File: src/rtl/fir_out_requant_if.sv
// AXI-Stream bundle used for both the wide FIR input and the narrow requantized output.
interface fir_out_requant_if #(
    parameter int unsigned DATA_W = 16
);
    localparam int unsigned KEEP_W = DATA_W / 8;

    logic [DATA_W-1:0] tdata;
    logic [KEEP_W-1:0] tkeep;
    logic              tlast;
    logic              tvalid;
    logic              tready;

    modport master (output tdata, output tkeep, output tlast, output tvalid, input  tready);
    modport slave  (input  tdata, input  tkeep, input  tlast, input  tvalid, output tready);
endinterface

File: src/rtl/fir_out_requant.sv
// Rounds/saturates Q30 FIR output beats to Q15 and buffers them in a small FIFO
// ahead of a 16-bit AXI-Stream, with saturation and frame statistics.
module fir_out_requant #(
    parameter int unsigned IN_W  = 32,
    parameter int unsigned OUT_W = 16,
    parameter int unsigned SHIFT = 15,
    parameter int unsigned DEPTH = 8
) (
    input  logic                    clk,
    input  logic                    reset,
    fir_out_requant_if.slave        s_axis,
    fir_out_requant_if.master       m_axis,
    output logic [$clog2(DEPTH):0]  level,
    output logic [15:0]             sat_count,
    output logic [15:0]             frame_count
);
    localparam int unsigned PTR_W = $clog2(DEPTH);
    localparam int unsigned LVL_W = PTR_W + 1;
    localparam int unsigned T_W   = IN_W + 1;

    localparam logic signed [T_W-1:0] RND   = T_W'(2 ** (SHIFT - 1));
    localparam logic signed [T_W-1:0] MAX_R = T_W'(2 ** (OUT_W - 1) - 1);
    localparam logic signed [T_W-1:0] MIN_R = T_W'(-(2 ** (OUT_W - 1)));

    typedef struct packed {
        logic             last;
        logic [OUT_W-1:0] data;
    } entry_t;

    entry_t           mem [DEPTH];
    logic [PTR_W-1:0] wr_ptr;
    logic [PTR_W-1:0] rd_ptr;
    logic             tready_q;
    logic             tvalid_q;

    logic             push_c;
    logic             pop_c;
    logic [LVL_W-1:0] level_nxt_c;
    logic signed [T_W-1:0] t_c;
    logic signed [T_W-1:0] r_c;
    logic [OUT_W-1:0] q_c;
    logic             sat_c;
    logic             unused_keep_c;

    assign unused_keep_c = ^s_axis.tkeep;

    assign push_c      = s_axis.tvalid && tready_q;
    assign pop_c       = tvalid_q && m_axis.tready;
    assign level_nxt_c = level + LVL_W'(push_c) - LVL_W'(pop_c);

    // Round half toward +inf, then clamp to the signed output range.
    always_comb begin
        t_c   = T_W'(signed'(s_axis.tdata)) + RND;
        r_c   = t_c >>> SHIFT;
        q_c   = r_c[OUT_W-1:0];
        sat_c = 1'b0;
        if (r_c > MAX_R) begin
            q_c   = {1'b0, {(OUT_W-1){1'b1}}};
            sat_c = 1'b1;
        end else if (r_c < MIN_R) begin
            q_c   = {1'b1, {(OUT_W-1){1'b0}}};
            sat_c = 1'b1;
        end
    end

    // FIFO storage, pointers, occupancy and registered handshake flags.
    always_ff @(posedge clk or negedge reset) begin
        if (!reset) begin
            for (int unsigned i = 0; i < DEPTH; i++) begin
                mem[i] <= '0;
            end
            wr_ptr   <= '0;
            rd_ptr   <= '0;
            level    <= '0;
            tready_q <= 1'b0;
            tvalid_q <= 1'b0;
        end else begin
            if (push_c) begin
                mem[wr_ptr] <= '{last: s_axis.tlast, data: q_c};
                wr_ptr      <= wr_ptr + PTR_W'(1);
            end
            if (pop_c) begin
                rd_ptr <= rd_ptr + PTR_W'(1);
            end
            level    <= level_nxt_c;
            tready_q <= (level_nxt_c != LVL_W'(DEPTH));
            tvalid_q <= (level_nxt_c != '0);
        end
    end

    // Statistics: saturations stick at all-ones, delivered frames wrap.
    always_ff @(posedge clk or negedge reset) begin
        if (!reset) begin
            sat_count   <= '0;
            frame_count <= '0;
        end else begin
            if (push_c && sat_c && (sat_count != 16'hFFFF)) begin
                sat_count <= sat_count + 16'd1;
            end
            if (pop_c && mem[rd_ptr].last) begin
                frame_count <= frame_count + 16'd1;
            end
        end
    end

    assign s_axis.tready = tready_q;
    assign m_axis.tvalid = tvalid_q;
    assign m_axis.tdata  = mem[rd_ptr].data;
    assign m_axis.tlast  = mem[rd_ptr].last;
    assign m_axis.tkeep  = '1;
endmodule

File: src/flat_wrapper.sv
// flat-port wrapper written by rule: the top's interface ports become plain ports
module fir_out_requant_flat 
#(
    parameter int unsigned IN_W  = 32,
    parameter int unsigned OUT_W = 16,
    parameter int unsigned SHIFT = 15,
    parameter int unsigned DEPTH = 8
)
  (clk, reset, level, sat_count, frame_count, s_axis_tdata, s_axis_tkeep, s_axis_tlast, s_axis_tvalid, s_axis_tready, m_axis_tdata, m_axis_tkeep, m_axis_tlast, m_axis_tvalid, m_axis_tready);
  fir_out_requant_if #(.DATA_W(32)) s_axis_i ();
  fir_out_requant_if #(.DATA_W(16)) m_axis_i ();
  input  logic clk;
  input  logic reset;
  output logic [$clog2(DEPTH):0] level;
  output logic [15:0] sat_count;
  output logic [15:0] frame_count;
  input wire logic [$bits(s_axis_i.tdata)-1:0] s_axis_tdata;
  input wire logic [$bits(s_axis_i.tkeep)-1:0] s_axis_tkeep;
  input wire logic [$bits(s_axis_i.tlast)-1:0] s_axis_tlast;
  input wire logic [$bits(s_axis_i.tvalid)-1:0] s_axis_tvalid;
  output wire logic [$bits(s_axis_i.tready)-1:0] s_axis_tready;
  output wire logic [$bits(m_axis_i.tdata)-1:0] m_axis_tdata;
  output wire logic [$bits(m_axis_i.tkeep)-1:0] m_axis_tkeep;
  output wire logic [$bits(m_axis_i.tlast)-1:0] m_axis_tlast;
  output wire logic [$bits(m_axis_i.tvalid)-1:0] m_axis_tvalid;
  input wire logic [$bits(m_axis_i.tready)-1:0] m_axis_tready;
  assign s_axis_i.tdata = s_axis_tdata;
  assign s_axis_i.tkeep = s_axis_tkeep;
  assign s_axis_i.tlast = s_axis_tlast;
  assign s_axis_i.tvalid = s_axis_tvalid;
  assign s_axis_tready = s_axis_i.tready;
  assign m_axis_tdata = m_axis_i.tdata;
  assign m_axis_tkeep = m_axis_i.tkeep;
  assign m_axis_tlast = m_axis_i.tlast;
  assign m_axis_tvalid = m_axis_i.tvalid;
  assign m_axis_i.tready = m_axis_tready;
  fir_out_requant #(.IN_W(IN_W), .OUT_W(OUT_W), .SHIFT(SHIFT), .DEPTH(DEPTH)) u_core (.clk(clk), .reset(reset), .s_axis(s_axis_i), .m_axis(m_axis_i), .level(level), .sat_count(sat_count), .frame_count(frame_count));
endmodule
File: config.mk
export PLATFORM = sky130hd
export DESIGN_NAME = fir_out_requant_flat
export DESIGN_NICKNAME = d
export VERILOG_FILES = /design/src/rtl/fir_out_requant_if.sv /design/src/rtl/fir_out_requant.sv /design/src/flat_wrapper.sv
export SDC_FILE = /design/constraint.sdc
export NUM_CORES = 1
export LEC_CHECK = 0
export ABC_AREA = 1
export CAP_MARGIN = 30
export CORE_ASPECT_RATIO = 1.75
export CORE_UTILIZATION = 58
export CTS_CLUSTER_SIZE = 12
export DETAILED_ROUTE_END_ITERATION = 8
export PLACE_DENSITY = 0.81
export SLEW_MARGIN = 40
export SYNTH_ARGS = -nofsm -noshare
export SYNTH_HDL_FRONTEND = slang
export SYNTH_SLANG_ARGS = --single-unit
File: constraint.sdc
create_clock -name clk -period 4.1 [get_ports clk]
set_clock_uncertainty 0.15 [all_clocks]
set_input_delay 1.23 -clock clk [delete_from_list [all_inputs] [get_ports clk]]
set_output_delay 1.23 -clock clk [all_outputs]
set_load 0.005 [all_outputs]
==> impl_metrics.env, run 1 <==
export IMPL_synth_edf_count=0
export IMPL_synth_avg_cell_area_um2=7.68
export IMPL_slew_headroom=0.565
export IMPL_path_max_fanout=44
export IMPL_power_density_nw_per_um2=728
export IMPL_fp_dieW_um=97.6
export IMPL_ys_flop_type="dfrtp_1"
export IMPL_ant_nets=0
export IMPL_grt_pass1_vias=8322
export IMPL_vdd_drop_max_mv=0.376
export IMPL_portBuffers=77
export IMPL_drt_iter0_markers=618
export IMPL_multiInputGateArea_um2=4120
export IMPL_fin_nets=1333
export IMPL_hold_viol=0
export IMPL_coreArea_um2=15500
export IMPL_antenna_found_initial=0
export IMPL_globalRouteOverflowTotal=0
export IMPL_die_area_um2=16500
export IMPL_htreeDepth=4
export IMPL_ioPinCount=98
export IMPL_yosys_top_cells_area="dfrtp_1, nand2_1, o21ai_0, inv_1, nor2_1"
export IMPL_period_minus_slack_ns=3.93
export IMPL_cts_buffers_inserted=17
export IMPL_antenna_cells=0
export IMPL_netlist_instances=1208
export IMPL_fill_cells=1200
export IMPL_hold_buffers=0
export IMPL_routed_wirelength_um=23700
export IMPL_synth_seq_cells=180
export IMPL_remaining_drc_errors=0
export IMPL_whs_ns=0.327
export IMPL_worst_pin_slew_ns=0.649
export IMPL_fin_util=0.706
export IMPL_setup_violations=0
export IMPL_cts_repair_resized=0
export IMPL_routabilityCongestion=0.909
export IMPL_die_h_um=169
export IMPL_hpwl_um=15500
export IMPL_power_w=0.00794
export IMPL_grt_usage=0.304
export IMPL_final_layout_size_suffix_gt1_frac=0.0695
export IMPL_status="finished, final reports clean"
export IMPL_yosys_area_top_type="dfrtp_1"
export IMPL_critical_path_arrival_ns=2.55
export IMPL_cp_data_required_time_ns=2.72
export IMPL_cts_root_buf="clkbuf_16"
export IMPL_synthArstFlopShare=1.00
export IMPL_clk_path_buf_depth=2
export IMPL_period_share=0.958
export IMPL_synth_area_um2=9280
export IMPL_yosysTopAreaCellShare=0.486
export IMPL_clock_fmax_ghz=0.255
export IMPL_syn_to_final_growth_pct=17.6
export IMPL_via_per_inst=5.58
export IMPL_clk_pin_slew_ns=0.07
export IMPL_route_vias_total=8258
export IMPL_wl_per_cell_um=16.0
export IMPL_ys_warn_count=0
export IMPL_maxCapViolCount=0
export IMPL_cp_end_kind="output port"
export IMPL_grt_pass1_wl_um=39900
export IMPL_cts_setup_buffers=0
export IMPL_clk_latency_ns=0.43
export IMPL_clock_sinks=180
export IMPL_cts_tree="built"
export IMPL_synth_cell_types=35
export IMPL_ys_seq_area_frac=0.486
export IMPL_regArea_um2=4510
export IMPL_grt_setup_unrepaired="no"
export IMPL_drt_pass1_iterations=5
export IMPL_grt_max_degree=69
export IMPL_initial_core_util=0.600
export IMPL_setup_tns_final_ns=0
export IMPL_rows=60
export IMPL_critPathLaunchType="register"
export IMPL_slew_viol_final=0
export IMPL_holdCritPathClass="reg2reg"
export IMPL_critPathKind="reg2out"
export IMPL_synthTopCellsByCount="nand2_1, dfrtp_1, o21ai_0"
export IMPL_synth_most_common_cell="nand2_1"
export IMPL_p_leak_nw=5.31
## final timing paths
check | from | to | slack (ns) | cells after the start
setup / recovery | u_core.rd_ptr[0] | m_axis_tdata[6] | 0.17 | 8
hold / removal | u_core.mem[77] | u_core.mem[77] | 0.33 | 2
setup reg to reg | u_core.rd_ptr[0] | u_core.frame_count[3] | 1.46 | 11
hold reg to reg | u_core.mem[77] | u_core.mem[77] | 0.33 | 2
max in group asynchronous | reset | u_core.mem[98] | 2.40 | 2
min in group asynchronous | reset | u_core.mem[90] | 0.60 | 1
## worst max-delay path, cell delays in order, from the launching register on
cell,delay (ns)
dfrtp_2,0.50
clkinv_1,0.17
buf_12,0.21
a21oi_1,0.15
o21ai_0,0.15
nand2_1,0.09
nor2_1,0.04
a31oi_1,0.24
clkdlybuf4s50_1,0.56
## stage by stage
stage | cell area [µm²] | setup WS [ns] | cells
floorplan | 9280 | 1.16 | 1209
global placement | 10300 | 0.393 | 1447
detailed placement | 10300 | 0.307 | 1447
CTS | 10900 | 0.143 | 1479
global route | 10900 | 0.0432 | 1481
finish | 10900 | 0.171 | 1481
## registers in the layout (all words and copies together) (netlist names)
signal and cells:
u_core.mem 136, u_core.frame_count 16, u_core.sat_count 16, u_core.level 4
u_core.rd_ptr 3, u_core.wr_ptr 3, u_core.m_axis.tvalid 1, u_core.s_axis.tready 1
## cells by family after synthesis
kind of cell | share of synthesized area
AOI/OAI and AO/OA | 0.125
xor gates and xnor gates | 0.0434
adders and majority gates | 0.0143
buffers and inverters | 0.0711
DFF | 0.486
other | 0.000404
and+or+nand+nor | 0.260
## layout by cell type (no fill, tap or decap), types with 8 or more instances in the layout
master,instances
a21oi_1,55
a31oi_1,16
buf_4,28
clkbuf_16,17
clkdlybuf4s50_1,76
dfrtp_1,179
ha_1,9
inv_1,105
nand2_1,428
nand2_4,13
nand3_1,40
nand4_1,8
nor2_1,76
nor3_1,8
o21ai_0,131
o21ai_1,11
xnor2_1,27
xor2_1,19
## report_power, final
part | switching, W | total, W | leakage (nW) | internal (W)
combinational | 0.00195 | 0.00335 | 2.78 | 0.00140
clock | 0.000732 | 0.00167 | 0.288 | 0.000942
sequential | 0.000391 | 0.00292 | 2.24 | 0.00253
total | 0.00307 | 0.00794 | 5.31 | 0.00487
## per-layer routing
layer,global-route usage,up-vias,share of wire
met5,0,-,0
met4,0.164,0,0.047
met3,0.0474,88,0.051
met2,0.537,314,0.52
met1,0.351,3894,0.38
li1,-,3962,-
## area by class of cell
type / instances / area share
Tap cell: 186 / 0.0213
Clock inverter: 12 / 0.0130
Multi-Input combinational cell: 865 / 0.378
Timing Repair Buffer: 108 / 0.0955
Sequential cell: 180 / 0.413
Inverter: 110 / 0.0378
Clock buffer: 20 / 0.0419
No activity file was read; power rests on OpenSTA's default activity.
==> run 2, diff against run 1 <==
--- a/config.mk
+++ b/config.mk
@@ -6,7 +6,6 @@
 export NUM_CORES = 1
 export LEC_CHECK = 0
 export ABC_AREA = 1
-export CAP_MARGIN = 30
 export CORE_ASPECT_RATIO = 1.75
 export CORE_UTILIZATION = 58
 export CTS_CLUSTER_SIZE = 12
==> results of run 2 <==
The final DEF is identical to that of run 1; final timing and power are the same.
==> run 3, diff against run 2 <==
--- a/config.mk
+++ b/config.mk
@@ -6,7 +6,8 @@
 export NUM_CORES = 1
 export LEC_CHECK = 0
 export ABC_AREA = 1
-export CORE_ASPECT_RATIO = 1.75
+export CORE_ASPECT_RATIO = 0.7
+export CORE_MARGIN = 5
 export CORE_UTILIZATION = 58
 export CTS_CLUSTER_SIZE = 12
 export DETAILED_ROUTE_END_ITERATION = 8
==> run 3 against run 2 <==
Against the previous run:
- largest power group unchanged
- critical path depth did not move
- clock-buffer cell count decreased by 1
- first-iteration DRC count is 34% higher
- cell area grew 0.68%
- hold slack barely moved
- via count up 0.47%
- clock power is 10% higher
- register-to-register slack improved by 0.14 ns
- critical endpoint is now m_axis_tdata[5]
- non-clock buffer count shrank 6
- die area increased by 13%
==> impl_metrics.env, run 3 (same netlist as run 1, synthesis figures left out) <==
export IMPL_status="finished, final reports clean"
export IMPL_final_layout_size_suffix_gt1_frac=0.0659
export IMPL_p_int_w=0.00504
export IMPL_pre_cts_ws_ns=0.278
export IMPL_grt_pass1_vias=8191
export IMPL_via_per_inst=5.57
export IMPL_drt_pass1_iterations=8
export IMPL_swShare=0.382
export IMPL_reg_top3="u_core.mem x136, u_core.frame_count x16, u_core.sat_count x16"
export IMPL_hold_buffers=0
export IMPL_hpwl_um=15100
export IMPL_r2r_end="u_core.frame_count[1]"
export IMPL_clockPowerShare=0.225
export IMPL_p_leak_nw=5.33
export IMPL_critPathLaunchType="register"
export IMPL_cp_num_buf_inv=3
export IMPL_antenna_found_initial=0
export IMPL_grt_pass1_wl_um=40300
export IMPL_ant_nets=0
export IMPL_min_delay_start="u_core.mem[57]"
export IMPL_routed_wirelength_um=24000
export IMPL_die_h_um=116
export IMPL_ioPinCount=98
export IMPL_comb_power_share=0.417
export IMPL_route_vias_total=8297
export IMPL_drt_iter0_markers=829
export IMPL_fp_dieW_um=161
export IMPL_hold_end="u_core.mem[57]"
export IMPL_whs_path_depth=2
export IMPL_globalRouteOverflowTotal=0
export IMPL_hold_viol=0
export IMPL_critical_path_arrival_ns=2.56
export IMPL_grt_usage=0.268
export IMPL_rows=38
export IMPL_htreeDepth=4
export IMPL_crit_family="buffers and inverters"
export IMPL_seqPwrFrac=0.357
export IMPL_grt_max_degree=73
export IMPL_slowest_stage="clkdlybuf4s50_1"
export IMPL_clk_latency_ns=0.43
export IMPL_initial_core_util=0.595
export IMPL_clk_path_buf_depth=2
export IMPL_cts_buffers_inserted=17
export IMPL_slew_headroom=0.524
export IMPL_coreArea_um2=15600
export IMPL_portBuffers=77
export IMPL_worst_pin_slew_ns=0.709
export IMPL_period_minus_slack_ns=3.94
export IMPL_cp_data_required_time_ns=2.72
export IMPL_cp_end_kind="output port"
export IMPL_grt_setup_unrepaired="no"
export IMPL_syn_to_final_growth_pct=18.4
export IMPL_remaining_drc_errors=0
export IMPL_holdCritPathClass="reg2reg"
export IMPL_routabilityCongestion=0.899
export IMPL_antenna_cells=0
export IMPL_fin_util=0.704
export IMPL_vdd_drop_max_mv=0.544
export IMPL_path_max_fanout=30
export IMPL_power_density_nw_per_um2=742
export IMPL_final_cell_mix="nand2_1, dfrtp_1, o21ai_0"
export IMPL_power_switching_w=0.00311
export IMPL_path_cells="inv_1 > buf_12 > a21oi_1 > o21ai_0 > nand2_1 > nor2_1 > a31oi_1 > clkdlybuf4s50_1"
export IMPL_cts_root_buf="clkbuf_16"
export IMPL_clock_fmax_ghz=0.254
export IMPL_largest_reg_flops=136
export IMPL_clk_pin_slew_ns=0.07
export IMPL_setup_violations=0
export IMPL_cts_tree="built"
export IMPL_final_common_cell="nand2_1"
export IMPL_slew_viol_final=0
export IMPL_fin_ws_ns=0.157
export IMPL_period_share=0.962
export IMPL_top_register="u_core.mem"
export IMPL_rr_worst_depth=9
export IMPL_r2r_setup_slack_ns=1.60
export IMPL_critPathKind="reg2out"
export IMPL_fin_nets=1327
export IMPL_reg2reg_from="u_core.rd_ptr[0]"
export IMPL_die_area_um2=18700
export IMPL_maxCapViolCount=0
export IMPL_slowest_delay_ns=0.59
export IMPL_clock_sinks=180
export IMPL_setup_tns_final_ns=0
export IMPL_wl_per_cell_um=16.1
==> run 3: changes by cell type in the layout (fill, tap and decap cells not counted), sizes merged <==
cell | previous run | this run
buf | 32 | 26
bufinv | 2 | 5
clkinv | 8 | 6
clkbuf | 20 | 19
clkinvlp | 2 | 1
inv | 110 | 111
==> run 3: worst max path at each step <==
stage / end / depth (start not counted) / startpoint / slack (ns)
after floorplan: u_core.s_axis.tready / 10 / m_axis_tready / 1.16
after global placement: u_core.mem[24] / 11 / s_axis_tdata[14] / 0.31
after detailed placement: u_core.mem[38] / 11 / s_axis_tdata[14] / 0.28
after CTS: m_axis_tdata[5] / 8 / u_core.rd_ptr[0] / 0.04
after global routing: m_axis_tdata[5] / 8 / u_core.rd_ptr[1] / 0.03
final: m_axis_tdata[5] / 8 / u_core.rd_ptr[1] / 0.16
==> run 3: cell type report <==
class | count | area (µm²)
well taps | 200 | 250
inverters | 110 | 417
repair buffers | 102 | 1030
clock inverters | 13 | 215
clock buffers | 19 | 443
fillers | 1210 | 4610
flip-flops and latches | 180 | 4510
multi-input cells | 865 | 4120
==> run 3: repair_timing <==
item / 4_1_cts / 5_1_grt
setup buffers: 0 / 2
endpoints found under the setup margin: 0 / 9
resized for setup: 0 / 1
==> run 3: power by group through the flow <==
| stage | logic (W) | registers, W | clock network [W] |
|---|---|---|---|
| 6_report | 0.00340 | 0.00291 | 0.00184 |
| 5_1_grt | 0.00384 | 0.00300 | 0.00193 |
| 4_1_cts | 0.00338 | 0.00290 | 0.00185 |
| 3_5_place_dp | 0.00331 | 0.00292 | 0 |
| 3_3_place_gp | 0.00320 | 0.00289 | 0 |
| 2_1_floorplan | 0.00206 | 0.00282 | 0 |
==> run 3: worst register-to-register path, cell delays in order, from the launching register on <==
cell        delay (ns)
dfrtp_2           0.41
clkinvlp_4        0.15
buf_4             0.23
nor2_1            0.13
o21ai_0           0.10
o21a_1            0.19
nand2_1           0.42
inv_1             0.38
nand2_1           0.13
o21ai_0           0.09
==> run 3: routing by layer <==
metal  wire (µm)  track usage  vias to the layer above
met5           0            0                        -
met4         525       0.0869                        0
met2       10900        0.421                      323
li1            -            -                     3961
met1       10700        0.376                     3964
met3        1820       0.0590                       49
==> run 3: through the flow <==
step / cell area (µm²) / hold slack (ns) / instances / power, W
6_report: 11000 / 0.327 / 1489 / 0.00815
3_3_place_gp: 10300 / 0.306 / 1455 / 0.00609
4_1_cts: 11000 / 0.327 / 1487 / 0.00813
2_1_floorplan: 9280 / 0.294 / 1209 / 0.00489
3_5_place_dp: 10300 / 0.310 / 1455 / 0.00622
5_1_grt: 11000 / 0.340 / 1489 / 0.00876
